File: src/rtl/alu_pkg.sv
// Shared definitions for the sequential ALU: op encodings, controller
// states and the single/multi-cycle classification of ops.
package alu_pkg;

    localparam logic [3:0] OP_MOVA    = 4'b0000;
    localparam logic [3:0] OP_MOVB    = 4'b0001;
    localparam logic [3:0] OP_NOTA    = 4'b0010;
    localparam logic [3:0] OP_FLIPMSB = 4'b0011;
    localparam logic [3:0] OP_AND     = 4'b0100;
    localparam logic [3:0] OP_OR      = 4'b0101;
    localparam logic [3:0] OP_XOR     = 4'b0110;
    localparam logic [3:0] OP_ANDN    = 4'b0111;
    localparam logic [3:0] OP_ADD     = 4'b1000;
    localparam logic [3:0] OP_SUB     = 4'b1001;
    localparam logic [3:0] OP_MUL     = 4'b1010;
    localparam logic [3:0] OP_UMOD    = 4'b1011;
    localparam logic [3:0] OP_SDIV    = 4'b1100;
    localparam logic [3:0] OP_UDIV    = 4'b1101;
    localparam logic [3:0] OP_SHL     = 4'b1110;
    localparam logic [3:0] OP_SHR     = 4'b1111;

    typedef enum logic [1:0] {
        ST_IDLE = 2'd0,
        ST_MUL  = 2'd1,
        ST_DIV  = 2'd2,
        ST_DONE = 2'd3
    } state_t;

    // Ops that occupy the iterative multiplier or divider.
    function automatic logic is_multicycle(input logic [3:0] op);
        return (op == OP_MUL) || (op == OP_UMOD) || (op == OP_SDIV) || (op == OP_UDIV);
    endfunction

endpackage

File: src/rtl/seq_divider.sv
// Unsigned radix-2 restoring divider. The first quotient bit is produced
// on the start edge itself, so all WIDTH bits are ready WIDTH-1 edges
// later and done pulses for one cycle with quotient/remainder valid.
module seq_divider #(
    parameter int WIDTH = 32
) (
    input  logic             clk,
    input  logic             reset_n,
    input  logic             start,
    input  logic [WIDTH-1:0] a,
    input  logic [WIDTH-1:0] b,
    output logic [WIDTH-1:0] quotient,
    output logic [WIDTH-1:0] remainder,
    output logic             done
);

    localparam int CNT_W = $clog2(WIDTH);
    localparam logic [CNT_W-1:0] LAST = CNT_W'(WIDTH - 1);

    logic [WIDTH-1:0] rem_q, rem_d;
    logic [WIDTH-1:0] quo_q, quo_d;
    logic [WIDTH-1:0] dvs_q, dvs_d;
    logic [CNT_W-1:0] cnt_q, cnt_d;
    logic             busy_q, busy_d;
    logic             done_q, done_d;

    logic [WIDTH-1:0] src_rem;
    logic [WIDTH-1:0] src_quo;
    logic [WIDTH-1:0] src_dvs;
    logic [WIDTH:0]   rem_shift;
    logic [WIDTH:0]   trial;
    logic             fits;
    logic [WIDTH-1:0] step_rem;
    logic [WIDTH-1:0] step_quo;

    // One restoring step, fed from the operands on start, else from state.
    always_comb begin
        src_rem   = start ? '0 : rem_q;
        src_quo   = start ? a  : quo_q;
        src_dvs   = start ? b  : dvs_q;
        rem_shift = {src_rem, src_quo[WIDTH-1]};
        trial     = rem_shift - {1'b0, src_dvs};
        fits      = ~trial[WIDTH];
        step_rem  = fits ? trial[WIDTH-1:0] : rem_shift[WIDTH-1:0];
        step_quo  = {src_quo[WIDTH-2:0], fits};
    end

    // Iteration control: load on start, then step until the last bit.
    always_comb begin
        rem_d  = rem_q;
        quo_d  = quo_q;
        dvs_d  = dvs_q;
        cnt_d  = cnt_q;
        busy_d = busy_q;
        done_d = 1'b0;
        if (start) begin
            rem_d  = step_rem;
            quo_d  = step_quo;
            dvs_d  = b;
            cnt_d  = CNT_W'(1);
            busy_d = 1'b1;
        end else if (busy_q) begin
            rem_d = step_rem;
            quo_d = step_quo;
            cnt_d = cnt_q + CNT_W'(1);
            if (cnt_q == LAST) begin
                busy_d = 1'b0;
                done_d = 1'b1;
            end
        end
    end

    // Control state, cleared by reset so an aborted division never completes.
    always_ff @(posedge clk or negedge reset_n) begin
        if (!reset_n) begin
            cnt_q  <= '0;
            busy_q <= 1'b0;
            done_q <= 1'b0;
        end else begin
            cnt_q  <= cnt_d;
            busy_q <= busy_d;
            done_q <= done_d;
        end
    end

    // Datapath registers; only meaningful while busy, so no reset needed.
    always_ff @(posedge clk) begin
        rem_q <= rem_d;
        quo_q <= quo_d;
        dvs_q <= dvs_d;
    end

    assign quotient  = quo_q;
    assign remainder = rem_q;
    assign done      = done_q;

endmodule

File: src/rtl/seq_alu.sv
// Clocked ALU with a valid/ready request port. Logic, add/sub and shift
// ops register their result on the accept edge; multiply (inline
// shift-add) and divide/modulo (seq_divider) take WIDTH+1 cycles.
module seq_alu
    import alu_pkg::*;
#(
    parameter int WIDTH = 32
) (
    input  logic             clk,
    input  logic             reset_n,
    input  logic             in_valid,
    output logic             in_ready,
    input  logic [WIDTH-1:0] a,
    input  logic [WIDTH-1:0] b,
    input  logic             carry_in,
    input  logic [3:0]       alu_op,
    output logic             out_valid,
    output logic [WIDTH-1:0] out,
    output logic             set_flags,
    output logic             carry_out,
    output logic             zero_out,
    output logic             neg_out,
    output logic             div_by_zero
);

    localparam int SHW   = $clog2(WIDTH);
    localparam int CNT_W = $clog2(WIDTH);
    localparam logic [CNT_W-1:0] LAST     = CNT_W'(WIDTH - 1);
    localparam logic [WIDTH-1:0] ZERO     = '0;
    localparam logic [WIDTH-1:0] ONES     = '1;
    localparam logic [WIDTH-1:0] ONE      = WIDTH'(1);
    localparam logic [WIDTH-1:0] WIDTH_V  = WIDTH'(WIDTH);
    localparam logic [WIDTH-1:0] MSB_MASK = {1'b1, {(WIDTH-1){1'b0}}};

    // Single-cycle ops; returns {carry, result}. Logic ops leave the carry at 0.
    function automatic logic [WIDTH:0] single_cycle_op(input logic [3:0] op,
                                                       input logic [WIDTH-1:0] x,
                                                       input logic [WIDTH-1:0] y,
                                                       input logic cin);
        logic [WIDTH:0] cin_ext;
        logic           shift_oor;
        logic [WIDTH:0] r;
        cin_ext   = {{WIDTH{1'b0}}, cin};
        shift_oor = (y >= WIDTH_V);
        case (op)
            OP_MOVA:    r = {1'b0, x};
            OP_MOVB:    r = {1'b0, y};
            OP_NOTA:    r = {1'b0, ~x};
            OP_FLIPMSB: r = {1'b0, x ^ MSB_MASK};
            OP_AND:     r = {1'b0, x & y};
            OP_OR:      r = {1'b0, x | y};
            OP_XOR:     r = {1'b0, x ^ y};
            OP_ANDN:    r = {1'b0, x & ~y};
            // Bit WIDTH is the carry out of the zero-extended sum.
            OP_ADD:     r = {1'b0, x} + {1'b0, y} + cin_ext;
            // Same extended arithmetic; bit WIDTH set means a borrow occurred.
            OP_SUB:     r = {1'b0, x} - {1'b0, y} - {1'b0, ONE} + cin_ext;
            OP_SHL:     r = {1'b0, shift_oor ? ZERO : (x << y[SHW-1:0])};
            OP_SHR:     r = {1'b0, shift_oor ? ZERO : (x >> y[SHW-1:0])};
            default:    r = '0;
        endcase
        return r;
    endfunction

    // Magnitude of a two's-complement value; the most negative value maps
    // to itself, which reads correctly as an unsigned magnitude.
    function automatic logic [WIDTH-1:0] magnitude(input logic signed [WIDTH-1:0] v);
        return v[WIDTH-1] ? WIDTH'(-v) : WIDTH'(v);
    endfunction

    state_t           state_q, state_d;
    logic [CNT_W-1:0] cnt_q, cnt_d;
    logic [3:0]       op_q, op_d;
    logic [WIDTH-1:0] out_q, out_d;
    logic             carry_q, carry_d;
    logic             set_flags_q, set_flags_d;
    logic             dbz_q, dbz_d;
    logic             out_valid_q, out_valid_d;

    logic [WIDTH-1:0] mcand_q, mcand_d;
    logic [WIDTH-1:0] mplier_q, mplier_d;
    logic [WIDTH-1:0] acc_q, acc_d;
    logic             qneg_q, qneg_d;
    logic             bzero_q, bzero_d;

    logic             accept;
    logic             div_start;
    logic             is_sdiv_in;
    logic [WIDTH-1:0] div_a;
    logic [WIDTH-1:0] div_b;
    logic [WIDTH-1:0] div_quo;
    logic [WIDTH-1:0] div_rem;
    logic             div_done;
    logic [WIDTH:0]   single_res;
    logic [WIDTH-1:0] acc_step;
    logic [WIDTH-1:0] div_result;

    assign in_ready = (state_q != ST_MUL) && (state_q != ST_DIV);
    assign accept   = in_valid && in_ready;

    // Divider operands: signed divide works on magnitudes, sign fixed afterwards.
    always_comb begin
        is_sdiv_in = (alu_op == OP_SDIV);
        div_start  = accept && is_multicycle(alu_op) && (alu_op != OP_MUL);
        div_a      = is_sdiv_in ? magnitude(a) : a;
        div_b      = is_sdiv_in ? magnitude(b) : b;
    end

    seq_divider #(
        .WIDTH(WIDTH)
    ) u_divider (
        .clk       (clk),
        .reset_n   (reset_n),
        .start     (div_start),
        .a         (div_a),
        .b         (div_b),
        .quotient  (div_quo),
        .remainder (div_rem),
        .done      (div_done)
    );

    // Datapath helpers: single-cycle result, one multiply step, divide fix-up.
    always_comb begin
        single_res = single_cycle_op(alu_op, a, b, carry_in);
        acc_step   = acc_q + (mplier_q[0] ? mcand_q : ZERO);
        // A zero divisor still runs the full latency; its remainder is
        // naturally a, and the quotient is forced to all ones.
        if (bzero_q) begin
            div_result = (op_q == OP_UMOD) ? div_rem : ONES;
        end else if (op_q == OP_UMOD) begin
            div_result = div_rem;
        end else if (op_q == OP_SDIV && qneg_q) begin
            div_result = WIDTH'(-div_quo);
        end else begin
            div_result = div_quo;
        end
    end

    // Controller: accept in IDLE/DONE, iterate in MUL/DIV, publish results.
    always_comb begin
        state_d     = state_q;
        cnt_d       = cnt_q;
        op_d        = op_q;
        out_d       = out_q;
        carry_d     = carry_q;
        set_flags_d = set_flags_q;
        dbz_d       = dbz_q;
        out_valid_d = 1'b0;
        mcand_d     = mcand_q;
        mplier_d    = mplier_q;
        acc_d       = acc_q;
        qneg_d      = qneg_q;
        bzero_d     = bzero_q;
        case (state_q)
            ST_MUL: begin
                acc_d    = acc_step;
                mcand_d  = mcand_q << 1;
                mplier_d = mplier_q >> 1;
                cnt_d    = cnt_q + CNT_W'(1);
                if (cnt_q == LAST) begin
                    state_d     = ST_DONE;
                    out_d       = acc_step;
                    carry_d     = 1'b0;
                    set_flags_d = 1'b1;
                    dbz_d       = 1'b0;
                    out_valid_d = 1'b1;
                end
            end
            ST_DIV: begin
                if (div_done) begin
                    state_d     = ST_DONE;
                    out_d       = div_result;
                    carry_d     = 1'b0;
                    set_flags_d = 1'b1;
                    dbz_d       = bzero_q;
                    out_valid_d = 1'b1;
                end
            end
            default: begin
                state_d = ST_IDLE;
                if (accept) begin
                    if (is_multicycle(alu_op)) begin
                        state_d  = (alu_op == OP_MUL) ? ST_MUL : ST_DIV;
                        op_d     = alu_op;
                        cnt_d    = '0;
                        mcand_d  = a;
                        mplier_d = b;
                        acc_d    = '0;
                        qneg_d   = a[WIDTH-1] ^ b[WIDTH-1];
                        bzero_d  = (b == ZERO);
                    end else begin
                        out_d       = single_res[WIDTH-1:0];
                        carry_d     = single_res[WIDTH];
                        set_flags_d = (alu_op != OP_MOVA) && (alu_op != OP_MOVB);
                        dbz_d       = 1'b0;
                        out_valid_d = 1'b1;
                    end
                end
            end
        endcase
    end

    // Control and visible result registers; reset aborts any running op.
    always_ff @(posedge clk or negedge reset_n) begin
        if (!reset_n) begin
            state_q     <= ST_IDLE;
            cnt_q       <= '0;
            op_q        <= OP_MOVA;
            out_q       <= '0;
            carry_q     <= 1'b0;
            set_flags_q <= 1'b0;
            dbz_q       <= 1'b0;
            out_valid_q <= 1'b0;
        end else begin
            state_q     <= state_d;
            cnt_q       <= cnt_d;
            op_q        <= op_d;
            out_q       <= out_d;
            carry_q     <= carry_d;
            set_flags_q <= set_flags_d;
            dbz_q       <= dbz_d;
            out_valid_q <= out_valid_d;
        end
    end

    // Multiplier and divide fix-up operands; loaded on accept before use.
    always_ff @(posedge clk) begin
        mcand_q  <= mcand_d;
        mplier_q <= mplier_d;
        acc_q    <= acc_d;
        qneg_q   <= qneg_d;
        bzero_q  <= bzero_d;
    end

    assign out_valid   = out_valid_q;
    assign out         = out_q;
    assign set_flags   = set_flags_q;
    assign carry_out   = carry_q;
    assign zero_out    = (out_q == ZERO);
    assign neg_out     = out_q[WIDTH-1];
    assign div_by_zero = dbz_q;

endmodule

File: config.mk
export PLATFORM = sky130hd
export DESIGN_NAME = seq_alu
export DESIGN_NICKNAME = d
export VERILOG_FILES = /design/src/rtl/alu_pkg.sv /design/src/rtl/seq_divider.sv /design/src/rtl/seq_alu.sv
export SDC_FILE = /design/constraint.sdc
export NUM_CORES = 1
export LEC_CHECK = 0
export CORE_ASPECT_RATIO = 1.5
export CORE_UTILIZATION = 40
export CTS_CLUSTER_SIZE = 10
export DETAILED_ROUTE_END_ITERATION = 16
export DONT_BUFFER_PORTS = 1
export SLEW_MARGIN = 40
export SYNTH_ARGS = -nofsm -noshare
export SYNTH_HDL_FRONTEND = slang
export SYNTH_SLANG_ARGS = --single-unit
File: constraint.sdc
create_clock -name clk -period 12.5 [get_ports clk]
set_input_delay 3.75 -clock clk [delete_from_list [all_inputs] [get_ports clk]]
set_output_delay 3.75 -clock clk [all_outputs]
set_load 0.02 [all_outputs]
==> reports/summary.txt <==
Status - completed
Slew headroom - 0.320
Power Density - 240 mW/mm²
Post-detailed-route wirelength per cell - 31.3 µm
Final Core Density - 0.431
Worst-Margin Slew - 1.02 ns
Post-cts resize count - 0
Cts hold-fix bufs - 0
CTS sink count - 248
# nets final - 3,239
Critical path type - in2reg
Die area - 0.0630 mm²
Cell count after synthesis - 3,154
TritonRoute pass-1 iters - 9
Dpl hpwl - 88.0 mm
Peak supply drop - 0.141 mV
Clk slew on worst S/H paths - 0.06 ns
Avg Inst Size Synth - 7.86 µm²
DRC marker count from the first detailed-route iteration - 3,270
Dominant synthesized flop cell - edfxtp_1
CP Data Required Time - 12.86 ns
Setup-failing EPs final - 0
Final Hold Fails - 0
P_sw - 3.15 mW
Synth warn - 0
Largest net degree at the start of global routing - 85
Final ANT Viol Nets - 0
Unique masters post-synth - 94
Clk pwr share - 0.130
Vias - 25.5k
Final WL - 119 mm
Clock Latency Late Sink - 0.62 ns
Share of cells above drive strength 1 - 0.0652
Clock buffer depth - 3
Final GP Congestion - 1.09
Max-slew violation count - 0
Initial core utilization - 0.406
CP Max Fanout - 46
CTS H-Tree Depth - 1
# port buffers - 0
Static Leak - 9.99 nW
First-pass GRT wire length - 170 mm
Synthesized area - 0.0248 mm²
Filler instances - 6,127
CTS Buf Count - 29
Io pins - 111
Worst hold path class - reg2reg
Root Buffer - clkbuf_16
Post-synth ARST share - 0.218
#FFs+latches synth - 248
Int Power - 3.17 mW
Post-route DRC - 0
Worst setup SP type - input pin
Die width - 205 µm
Sequential Power Share - 0.286
Area delta synth->final - 6.27%
Tmin final - 9.09 ns
Total grt overflow - 0
Via density - 6.68
Post-synth EDFFs - 162
Setup_tns - 0 ns
Setup bufs post-CTS - 0
Core box area - 0.0611 mm²
Rows - 111
Post-synthesis sequential area ratio - 0.277
Final worst path period share - 0.727
Comb pwr share - 0.584
RSZ-0062 raised after global routing - no
Die height - 307 µm
Total GRT Usage - 0.372
CTS tree - done
Arrival time of the worst setup path - 9.44 ns
Initial antenna violation count - 8
Clk_skew - 0.0184 ns
Max Clock Freq - 0.110 GHz
Number of global-route vias before repair - 24.5k
Total of max-cap violations - 0
Net Sw Frac - 0.499
Syn_nets - 3,395
Kind of end point of the critical path - flop
-- cells in the mapped netlist (28+ instances only) --
library cell  instances  area share
a31oi_1              32      0.0081
o21ai_0             342       0.069
nand3_1              46      0.0093
nor3_1               57       0.012
mux2i_1              67       0.027
ha_1                163       0.082
nor2b_1              28      0.0071
a21o_1               43       0.013
inv_1               149       0.023
nor2_1              332       0.050
mux4_2               29       0.026
xnor2_1             114       0.040
nand2b_1             32      0.0081
clkbuf_1            190       0.029
o31ai_1              33       0.010
and2_1               77       0.019
a221oi_1             45       0.016
edfxtp_1            162        0.20
nand2_1             315       0.048
xor2_1               43       0.015
dfxtp_1              32       0.026
a21oi_1             272       0.055
dfrtp_1              54       0.055
o22ai_1              28      0.0071
-- layout make-up --
type / count / area (µm²) / area share
multi-input cells: 2525 / 16700 / 0.635
flip-flops and latches: 248 / 6860 / 0.260
well taps: 791 / 990 / 0.0376
clock buffers: 51 / 818 / 0.0311
inverters: 150 / 566 / 0.0215
repair buffers: 44 / 343 / 0.0130
clock inverters: 3 / 30.0 / 0.00114
diodes: 3 / 7.51 / 0.000285
-- metrics by stage --
stage	std cells	worst slack, ns	power, mW	area, µm²	hold WS [ns]
floorplan	3154	3.75	4.27	24800	0.431
global placement	3751	2.73	5.28	25200	0.464
detailed placement	3753	2.90	5.39	25400	0.470
CTS	3807	3.52	6.22	26200	0.487
global route	3812	2.90	6.67	26300	0.496
finish	3815	3.41	6.32	26300	0.485
-- worst paths after layout --
path | slack (ns) | cells after the start | endpoint | startpoint
worst max-delay path | 3.41 | 23 | u_divider.remainder[29] | a[7]
worst min-delay path | 0.48 | 2 | u_divider.dvs_q[0] | u_divider.dvs_q[0]
worst max register to register | 6.19 | 20 | u_divider.remainder[29] | state_q[0]
worst min register to register | 0.48 | 2 | u_divider.dvs_q[0] | u_divider.dvs_q[0]
max in group asynchronous | 9.51 | 0 | out[26] | reset_n
min in group asynchronous | 2.84 | 0 | u_divider.busy_q | reset_n
-- sequential cells by signal (all words and copies together), names as in the netlist, 2 cells and up --
register and flops:
out 32, u_divider.quotient 32, op_q 4, mplier_q 32, u_divider.cnt_q 5, u_divider.remainder 32, acc_q 32, mcand_q 32
state_q 2, u_divider.dvs_q 32, cnt_q 5
-- placed cells by master (no fill, tap or decap), types with 35 or more instances in the layout --
| cell type | n |
|---|---|
| o21ai_0 | 337 |
| a221oi_1 | 43 |
| xnor2_1 | 114 |
| inv_1 | 146 |
| mux2i_1 | 67 |
| edfxtp_1 | 162 |
| nor3_1 | 55 |
| xor2_1 | 43 |
| nand3_1 | 46 |
| ha_1 | 162 |
| a21o_1 | 42 |
| and2_1 | 77 |
| buf_4 | 35 |
| nand2_1 | 314 |
| nor2_1 | 327 |
| a21oi_1 | 269 |
| dfrtp_1 | 54 |
-- power by group through the flow --
stage | sequential, mW | clock (mW) | combinational (mW)
4_1_cts | 1.80 | 0.831 | 3.59
5_1_grt | 1.85 | 0.850 | 3.97
3_3_place_gp | 1.80 | 0 | 3.48
2_1_floorplan | 1.67 | 0 | 2.60
6_report | 1.81 | 0.822 | 3.69
3_5_place_dp | 1.81 | 0 | 3.57
-- routing by layer --
layer / track usage / wire (µm)
met5: 0 / 37
met4: 0.344 / 13600
met3: 0.0976 / 12100
met2: 0.581 / 52700
met1: 0.411 / 41000
-- cells by family (layout without fill, tap and decap cells) --
group	Yosys count	after routing	share of synthesized area
AO/OA/AOI/OAI	1079	1079	0.273
AND/OR/NAND/NOR	1011	1011	0.188
buffers and inverters	381	248	0.0597
flip-flops	248	248	0.277
adder cells (fa/ha/maj)	170	170	0.0876
XOR/XNOR	158	158	0.0561
multiplexers	107	107	0.0586
other	0	3	0
-- critical path, cell delays in order --
cell	delay [ns]
nor4_1	0.34
nand4_1	0.25
nor2_1	0.25
nand2_1	0.13
nor4_2	0.53
nand3_1	0.19
o21ai_0	0.25
and3_1	0.19
a21oi_1	0.10
ha_1	0.29
fa_1	0.41
nand2b_1	0.18
a221oi_1	0.26
a311o_1	0.18
a311o_1	0.28
a31oi_4	0.14
o21a_1	0.24
o2111ai_2	0.21
and2_4	0.23
xor2_4	0.34
buf_4	0.47
nand2b_1	0.10
o31a_1	0.12
Power figures use the tool's default switching activity.
